<file path="config.mk">
export PLATFORM = sky130hd
export DESIGN_NAME = vga_timing_ctrl
export DESIGN_NICKNAME = d
export VERILOG_FILES = /design/src/rtl/vga_timing_ctrl.sv
export SDC_FILE = /design/constraint.sdc
export NUM_CORES = 1
export LEC_CHECK = 0
export ABC_AREA = 1
export CORE_MARGIN = 4
export CORE_UTILIZATION = 56
export CTS_CLUSTER_SIZE = 14
export DETAILED_ROUTE_END_ITERATION = 8
export PLACE_DENSITY = 0.84
export SYNTH_ARGS = -nofsm -noshare
export SYNTH_HDL_FRONTEND = slang
export SYNTH_SLANG_ARGS = --single-unit
</file>
<file path="constraint.sdc">
create_clock -name clk -period 6.5 [get_ports clk]
set_input_delay 0.975 -clock clk [delete_from_list [all_inputs] [get_ports clk]]
set_output_delay 0.975 -clock clk [all_outputs]
set_load 0.01 [all_outputs]
</file>
<file path="src/rtl/vga_timing_ctrl.sv">
// vga_timing_ctrl: VGA column/row/sync sequencer that starts and stops on whole-frame boundaries.
// Ports: clk, reset (async, active-high), pixel_ce (advance enable), run (frame request level),
//        column/row (current pixel), visible, hsync/vsync (active-low), line_start/frame_start
//        (one-clk pulses), busy (RUN or STOPPING).
// Optional: define VGA_TIMING_FRAME_CNT_EN to add frame_count, a 16-bit count of frame_start pulses.
module vga_timing_ctrl #(
    parameter int H_VISIBLE     = 640,
    parameter int H_FRONT_PORCH = 16,
    parameter int H_SYNC_PULSE  = 96,
    parameter int H_BACK_PORCH  = 48,
    parameter int H_WHOLE_LINE  = 800,
    parameter int V_VISIBLE     = 480,
    parameter int V_FRONT_PORCH = 10,
    parameter int V_SYNC_PULSE  = 2,
    parameter int V_BACK_PORCH  = 33,
    parameter int V_WHOLE_FRAME = 525,
    localparam int COLUMN_BITS  = $clog2(H_WHOLE_LINE),
    localparam int ROW_BITS     = $clog2(V_WHOLE_FRAME)
) (
    input  logic                   clk,
    input  logic                   reset,
    input  logic                   pixel_ce,
    input  logic                   run,
    output logic [COLUMN_BITS-1:0] column,
    output logic [ROW_BITS-1:0]    row,
    output logic                   visible,
    output logic                   hsync,
    output logic                   vsync,
    output logic                   line_start,
    output logic                   frame_start,
`ifdef VGA_TIMING_FRAME_CNT_EN
    output logic [15:0]            frame_count,
`endif
    output logic                   busy
);
    // Wrap points come from the porch sum; H_WHOLE_LINE/V_WHOLE_FRAME only size the counters.
    localparam logic [COLUMN_BITS-1:0] H_LAST = COLUMN_BITS'(H_VISIBLE + H_FRONT_PORCH + H_SYNC_PULSE + H_BACK_PORCH - 1);
    localparam logic [ROW_BITS-1:0]    V_LAST = ROW_BITS'(V_VISIBLE + V_FRONT_PORCH + V_SYNC_PULSE + V_BACK_PORCH - 1);
    localparam logic [COLUMN_BITS-1:0] H_VIS  = COLUMN_BITS'(H_VISIBLE);
    localparam logic [ROW_BITS-1:0]    V_VIS  = ROW_BITS'(V_VISIBLE);
    localparam logic [COLUMN_BITS-1:0] HS_BEG = COLUMN_BITS'(H_VISIBLE + H_FRONT_PORCH);
    localparam logic [COLUMN_BITS-1:0] HS_END = COLUMN_BITS'(H_VISIBLE + H_FRONT_PORCH + H_SYNC_PULSE);
    localparam logic [ROW_BITS-1:0]    VS_BEG = ROW_BITS'(V_VISIBLE + V_FRONT_PORCH);
    localparam logic [ROW_BITS-1:0]    VS_END = ROW_BITS'(V_VISIBLE + V_FRONT_PORCH + V_SYNC_PULSE);

    typedef enum logic [1:0] {IDLE, RUN, STOPPING} state_t;

    state_t                 state_q, state_d;
    logic [COLUMN_BITS-1:0] col_q, col_d;
    logic [ROW_BITS-1:0]    row_q, row_d;
    logic                   vis_q, vis_d, hs_q, hs_d, vs_q, vs_d;
    logic                   ls_q, ls_d, fs_q, fs_d, busy_q, busy_d;
    logic                   idle, h_wrap, f_wrap;

    // Next state and next counters; every registered output is derived from the _d values
    // so syncs, visible and coordinates stay aligned.
    always_comb begin
        idle    = state_q == IDLE;
        h_wrap  = col_q == H_LAST;
        f_wrap  = h_wrap && row_q == V_LAST;
        col_d   = (idle || h_wrap) ? '0 : col_q + COLUMN_BITS'(1);
        row_d   = (idle || f_wrap) ? '0 : row_q + ROW_BITS'(h_wrap);
        // run is re-evaluated every advance; only the frame boundary may drop back to IDLE.
        state_d = run ? RUN : (idle || f_wrap) ? IDLE : STOPPING;
        fs_d    = run && (idle || f_wrap);
        ls_d    = !idle && h_wrap && state_d != IDLE;
        busy_d  = state_d != IDLE;
        vis_d   = busy_d && col_d < H_VIS && row_d < V_VIS;
        hs_d    = !(col_d >= HS_BEG && col_d < HS_END);
        vs_d    = !(row_d >= VS_BEG && row_d < VS_END);
    end

    always_ff @(posedge clk or posedge reset) begin
        if (reset) begin
            state_q <= IDLE;
            col_q   <= '0;
            row_q   <= '0;
            vis_q   <= 1'b0;
            hs_q    <= 1'b1;
            vs_q    <= 1'b1;
            ls_q    <= 1'b0;
            fs_q    <= 1'b0;
            busy_q  <= 1'b0;
        end else if (pixel_ce) begin
            state_q <= state_d;
            col_q   <= col_d;
            row_q   <= row_d;
            vis_q   <= vis_d;
            hs_q    <= hs_d;
            vs_q    <= vs_d;
            ls_q    <= ls_d;
            fs_q    <= fs_d;
            busy_q  <= busy_d;
        end else begin
            ls_q    <= 1'b0;
            fs_q    <= 1'b0;
        end
    end

`ifdef VGA_TIMING_FRAME_CNT_EN
    logic [15:0] fc_q;

    // Counts the registered pulse, so the count for a frame appears the clock after its frame_start.
    always_ff @(posedge clk or posedge reset) begin
        if (reset)
            fc_q <= '0;
        else if (fs_q)
            fc_q <= fc_q + 16'd1;
    end

    assign frame_count = fc_q;
`endif

    assign column      = col_q;
    assign row         = row_q;
    assign visible     = vis_q;
    assign hsync       = hs_q;
    assign vsync       = vs_q;
    assign line_start  = ls_q;
    assign frame_start = fs_q;
    assign busy        = busy_q;
endmodule

</file>
==> results of run 1 <==
## sequential cells by signal, summed over array words and instances, names as in the netlist
name         count
visible          1
vsync            1
busy             1
frame_start      1
state_q          2
column          10
line_start       1
row             10
hsync            1
## layer usage
| metal | wire (um) | GRT usage | part of all wire |
|---|---|---|---|
| met3 | 167 | 0.0373 | 0.045 |
| met1 | 1640 | 0.252 | 0.44 |
| met5 | 0 | 0 | 0 |
| met2 | 1850 | 0.343 | 0.50 |
| met4 | 44 | 0.0579 | 0.012 |
## area by class of cell
cell class	instances	area share
multi-input cells	170	0.413
flip-flops and latches	28	0.346
repair buffers	29	0.143
inverters	33	0.0616
well taps	31	0.0191
clock buffers	4	0.0179
## worst paths after layout
path / startpoint / endpoint / depth (start not counted)
max in group asynchronous: reset / visible$_DFFE_PP0P_ / 2
min in group asynchronous: reset / column[0]$_DFFE_PP0P_ / 2
worst max register to register: column[0]$_DFFE_PP0P_ / visible$_DFFE_PP0P_ / 16
worst max-delay path: pixel_ce / visible$_DFFE_PP0P_ / 6
worst min-delay path: state_q[0]$_DFFE_PP0P_ / state_q[0]$_DFFE_PP0P_ / 2
worst min register to register: state_q[0]$_DFFE_PP0P_ / state_q[0]$_DFFE_PP0P_ / 2
## cell usage in the layout (no fill, tap or decap)
cell type	netlist	final
o21bai_1	2	2
inv_2	3	3
dfrtp_1	26	26
a21oi_1	2	2
nor3_1	2	2
o31ai_1	1	1
clkdlybuf4s50_1	0	29
clkbuf_8	0	1
clkbuf_4	0	3
a21oi_2	1	1
ha_1	4	4
nand2_1	70	70
nand2_4	3	3
or2_2	2	2
o21ai_1	1	1
nor2_2	1	1
xor2_1	3	3
nor2_1	26	26
clkinv_1	1	1
o21ai_0	19	19
inv_1	28	28
nand3_2	1	1
dfstp_2	2	2
clkinv_2	1	1
nand3_1	21	21
nand4_1	5	5
nor2_8	1	1
nand2_2	2	2
o22ai_1	3	3
## power by group through the flow
stage | clock network, mW | registers (mW) | logic (mW)
floorplan | 0 | 0.209 | 0.0409
global placement | 0 | 0.206 | 0.0774
detailed placement | 0 | 0.206 | 0.0791
CTS | 0.0896 | 0.204 | 0.0792
global route | 0.0941 | 0.207 | 0.0867
finish | 0.0857 | 0.204 | 0.0786
## worst max-delay path, delay by kind of cell
| kind | cells | cell delay, ns |
|---|---|---|
| AO/OA/AOI/OAI | 1 | 0.33 |
| buffers and inverters | 2 | 1.54 |
| AND/OR/NAND/NOR | 3 | 0.24 |
## per-stage QoR
step	instances	setup WS [ns]	hold WS [ns]	util
2_1_floorplan	237	4.25	0.443	-
3_3_place_gp	291	3.43	0.465	0.705
3_5_place_dp	291	3.36	0.473	0.705
4_1_cts	295	3.73	0.504	0.718
5_1_grt	295	3.51	0.529	0.718
6_report	295	3.67	0.498	0.718
## cells by family (layout without fill, tap and decap cells)
group           after synthesis  after routing  share of synthesized area
compound gates               29             29                     0.0942
buf+inv                      39             66                     0.0934
flops                        28             28                      0.414
fa+ha+maj                     4              4                     0.0294
xor+xnor                      3              3                     0.0155
simple gates                134            134                      0.354
==> flow_summary.yaml, run 1 <==
detailed_routing:
  drtPass1Iterations: 4
  vias_per_cell: 5.32
  drc: 0
  routedWlPerCell_um: 12.5
  vias: 1569
  drt-initial-drc-count: 129
  ant_nets: 0
  routed_wl_um: 3700
worst_hold_path:
  hp-class: "reg -> reg"
cells_and_area:
  layout.nets: 273
  multi_input_area_sq_um: 838
  design_area_sq_um: 2030
  area_growth_pct: 19.5
  fillers: 238
  drive_gt1_frac: 0.0795
  register_area_sq_um: 703
  n_antenna_cell: 0
placed_design:
  dp_hpwl_um: 2730
  routabilityCongestion: 0.894
  dpl_cell_area_sq_um: 2000
  io_buffer_count: 29
yosys:
  synth_top_area_share: 0.383
  yosysTopAreaCell: "dfrtp_1"
  ys_ff_latch: 28
  synth_ff_type: "dfrtp_1"
  yosysUniqueCellTypes: 30
  synth_commonest_cells: "nand2_1, inv_1, dfrtp_1, nor2_1, nand3_1"
  syn_area_per_cell_sq_um: 7.17
  synthCells: 237
  synthArstFlopShare: 1.00
  ys_top_cells_by_area: "dfrtp_1, nand2_1, inv_1"
  synth_nets: 245
  synth-edff-count: 0
  post-synth-top-count-cell: "nand2_1"
  synth_warnings: 0
  ys_seq_area_frac: 0.414
  netlist_area_sq_um: 1700
grt:
  overflow: 0
  grt_util_all_layers: 0.198
  grt_antenna_before_repair: 0
  grt_pass1_vias: 1500
  grt_max_degree: 29
  grt_pass1_wl_um: 6450
power:
  power.density_nw_per_um2: 181
  power_leakage_nw: 0.970
  swShare: 0.301
  total_power_mw: 0.368
  vdd_drop_max_uv: 139
  switchingPower_mw: 0.111
  internal-power_mw: 0.257
  combPwrFrac: 0.214
  p_seq_frac: 0.553
  pwr-share-clk: 0.233
timing:
  skew_ns: 0.0108
  min_period_ns: 2.83
  max_freq_ghz: 0.354
  post-route-period-util: 0.435
  max_slew_margin: 0.310
  rsz0062_at_grt: "no"
  maxSlewViolCount: 0
  setup_viol: 0
  worst_slew_pin_slew_ns: 1.03
  tns_ns: 0
  hold_viol: 0
outcome:
  status: "finished clean"
floorplan:
  core-area_sq_um: 2830
  die_w_um: 63.1
  die-area_sq_um: 3980
  io_pins: 30
  placementRows: 19
  start_util: 0.601
  die_y_um: 63.1
clocking:
  clk_pin_slew_ns: 0.14
  h-tree-depth: 1
  cts_made_buffers: 3
  cts_setup_buffers: 0
  root_buffer: "clkbuf_4"
  clockBufferDepth: 2
  cts_resized: 0
  cts_tree: "done"
  clkLatencyLatePin_ns: 0.33
  cts_hold_buf: 0
  cts.sinks: 28
worst_setup_path:
  end_kind: "flop"
  arrival_ns: 3.10
  cp_max_fo: 27
  worst-setup-path-type: "in -> reg"
  cpPeakStageDelay_ns: 1.02
  start_kind: "input pin"
  reg2reg_slack_ns: 3.90
  cp.required_ns: 6.78
  crit_chain: "clkdlybuf4s50_1 -> inv_1 -> o21bai_1 -> nor2_1 -> nand3_1 -> nand2_1"
  crit_slowest_cell: "clkdlybuf4s50_1"
run:
  maxCapViolCount: 0
(Power assumes the default switching activity.)
==> inputs of run 2 (changes only) <==
--- a/config.mk
+++ b/config.mk
@@ -7,10 +7,10 @@
 export LEC_CHECK = 0
 export ABC_AREA = 1
 export CORE_MARGIN = 4
-export CORE_UTILIZATION = 56
+export CORE_UTILIZATION = 52
 export CTS_CLUSTER_SIZE = 14
 export DETAILED_ROUTE_END_ITERATION = 8
-export PLACE_DENSITY = 0.84
+export PLACE_DENSITY = 0.79
 export SYNTH_ARGS = -nofsm -noshare
 export SYNTH_HDL_FRONTEND = slang
 export SYNTH_SLANG_ARGS = --single-unit
==> constraint.sdc (replaced) <==
create_clock -name clk -period 2.9 [get_ports clk]
set_input_delay 0.435 -clock clk [delete_from_list [all_inputs] [get_ports clk]]
set_output_delay 0.435 -clock clk [all_outputs]
set_load 0.01 [all_outputs]
==> flow_summary.yaml, run 2 (synthesis results as in run 1) <==
clocking:
  cts_tree: "done"
  clk_pin_slew_ns: 0.16
  clockBufferDepth: 2
  clkLatencyLatePin_ns: 0.33
  cts.sinks: 28
  cts_made_buffers: 3
  cts_hold_buf: 0
  h-tree-depth: 1
  cts_resized: 0
  root_buffer: "clkbuf_4"
  cts_setup_buffers: 0
detailed_routing:
  routedWlPerCell_um: 12.4
  drc: 0
  vias: 1565
  routed_wl_um: 3860
  vias_per_cell: 5.05
  drtPass1Iterations: 4
  ant_nets: 0
  drt-initial-drc-count: 105
grt:
  overflow: 0
  grt_util_all_layers: 0.201
  grt_antenna_before_repair: 0
  grt_pass1_wl_um: 6740
  grt_pass1_vias: 1528
  grt_max_degree: 29
power:
  power_leakage_nw: 0.986
  power.density_nw_per_um2: 428
  combPwrFrac: 0.201
  swShare: 0.280
  internal-power_mw: 0.641
  pwr-share-clk: 0.289
  switchingPower_mw: 0.250
  vdd_drop_max_uv: 283
  p_seq_frac: 0.511
floorplan:
  placementRows: 20
  io_pins: 30
  die-area_sq_um: 4250
  start_util: 0.548
  die_y_um: 65.2
  core-area_sq_um: 3100
  die_w_um: 65.2
worst_setup_path:
  worstReg2RegStart: "column[0]$_DFFE_PP0P_"
  arrival_ns: 2.69
  crit_slowest_cell: "dfrtp_1"
  cp_max_fo: 6
  critPathBufInv: 2
  worst-setup-path-type: "reg -> reg"
  reg2regPathDepth: 16
  crit_family: "simple AND/OR/NAND/NOR gates"
  critPathLaunch: "column[0]$_DFFE_PP0P_"
  cp.required_ns: 3.15
  reg2reg_slack_ns: 0.45
  crit_chain: "ha_1 -> nand2_2 -> nor2_8 -> nand2_4 -> inv_1 -> ha_1 -> ha_1 -> nand2_1 -> nor2_1 -> nand3_1 -> xor2_1 -> nand3_2 -> inv_1 -> nand2_1 -> nand3_1 -> nand2_1"
  r2r-end: "visible$_DFFE_PP0P_"
  end_kind: "flop"
  cpPeakStageDelay_ns: 0.45
  cp_num_cells: 16
  worstSetupEndpoint: "visible$_DFFE_PP0P_"
  start_kind: "flop"
cells_and_area:
  fillers: 291
  n_antenna_cell: 0
  multi_input_area_sq_um: 838
  most-common-layout-cells: "nand2_1, clkdlybuf4s50_1, inv_1, nor2_1, dfrtp_1"
  area_growth_pct: 22.3
  design_area_sq_um: 2080
  drive_gt1_frac: 0.0865
  register_area_sq_um: 703
  final_common_cell: "nand2_1"
  layout.nets: 275
worst_hold_path:
  hp-class: "in -> async"
outcome:
  status: "finished clean"
placed_design:
  io_buffer_count: 29
  dp_hpwl_um: 2860
  routabilityCongestion: 0.886
  dpl_cell_area_sq_um: 2030
timing:
  hold_viol: 0
  tns_ns: 0
  rsz0062_at_grt: "no"
  post-route-period-util: 0.843
  skew_ns: 0.00918
  max_slew_margin: 0.587
  max_freq_ghz: 0.409
  maxSlewViolCount: 0
  setup_viol: 0
  worst_slew_pin_slew_ns: 0.619
  min_period_ns: 2.45
run:
  maxCapViolCount: 0
## run 2: worst min-delay path by stage
stage,from,end,cells past startpoint
finish,reset,row[6]$_DFFE_PP0P_,3
floorplan,state_q[0]$_DFFE_PP0P_,state_q[0]$_DFFE_PP0P_,2
detailed placement,state_q[0]$_DFFE_PP0P_,state_q[0]$_DFFE_PP0P_,2
global placement,state_q[0]$_DFFE_PP0P_,state_q[0]$_DFFE_PP0P_,2
CTS,reset,row[5]$_DFFE_PP0P_,3
global route,reset,column[8]$_DFFE_PP0P_,3
## run 2: layer usage
layer,track usage,up-vias,part of all wire
met4,0.0855,0,0.023
met5,0,-,0
met1,0.248,705,0.44
met2,0.351,42,0.49
li1,-,810,-
met3,0.0256,8,0.047
## run 2: worst reg2reg max path: stages (launching register included)
cell and delay (ns):
dfrtp_1 0.45, ha_1 0.21, nand2_2 0.11, nor2_8 0.17
nand2_4 0.08, inv_1 0.08, ha_1 0.18, ha_1 0.18
nand2_1 0.09, nor2_1 0.17, nand3_1 0.11, xor2_1 0.22
nand3_2 0.10, inv_1 0.07, nand2_1 0.05, nand3_1 0.06
nand2_1 0.05
## run 2: final cells by class
class,count,area share
flip-flops and latches,28,0.338
repair buffers,31,0.147
well taps,44,0.0265
clock buffers,3,0.0108
multi-input cells,170,0.403
inverters,33,0.0602
clock inverters,1,0.0144
## run 2: stage by stage
stage               cells  worst slack, ns  utilization  hold WS, ns  total power, mW
floorplan             237            0.647            -        0.443            0.560
global placement      306            0.583        0.653        0.461            0.640
detailed placement    306            0.480        0.653        0.470            0.642
CTS                   310            0.468        0.670        0.491            0.902
global route          310            0.208        0.670        0.496            0.950
finish                310            0.455        0.670        0.482            0.891
## run 2: power by group through the flow
stage,Clock (mW),Sequential [mW],Combinational [mW]
after detailed placement,0,0.461,0.181
after CTS,0.265,0.455,0.182
after global routing,0.287,0.461,0.203
after floorplan,0,0.468,0.0916
after global placement,0,0.461,0.180
final,0.257,0.455,0.179
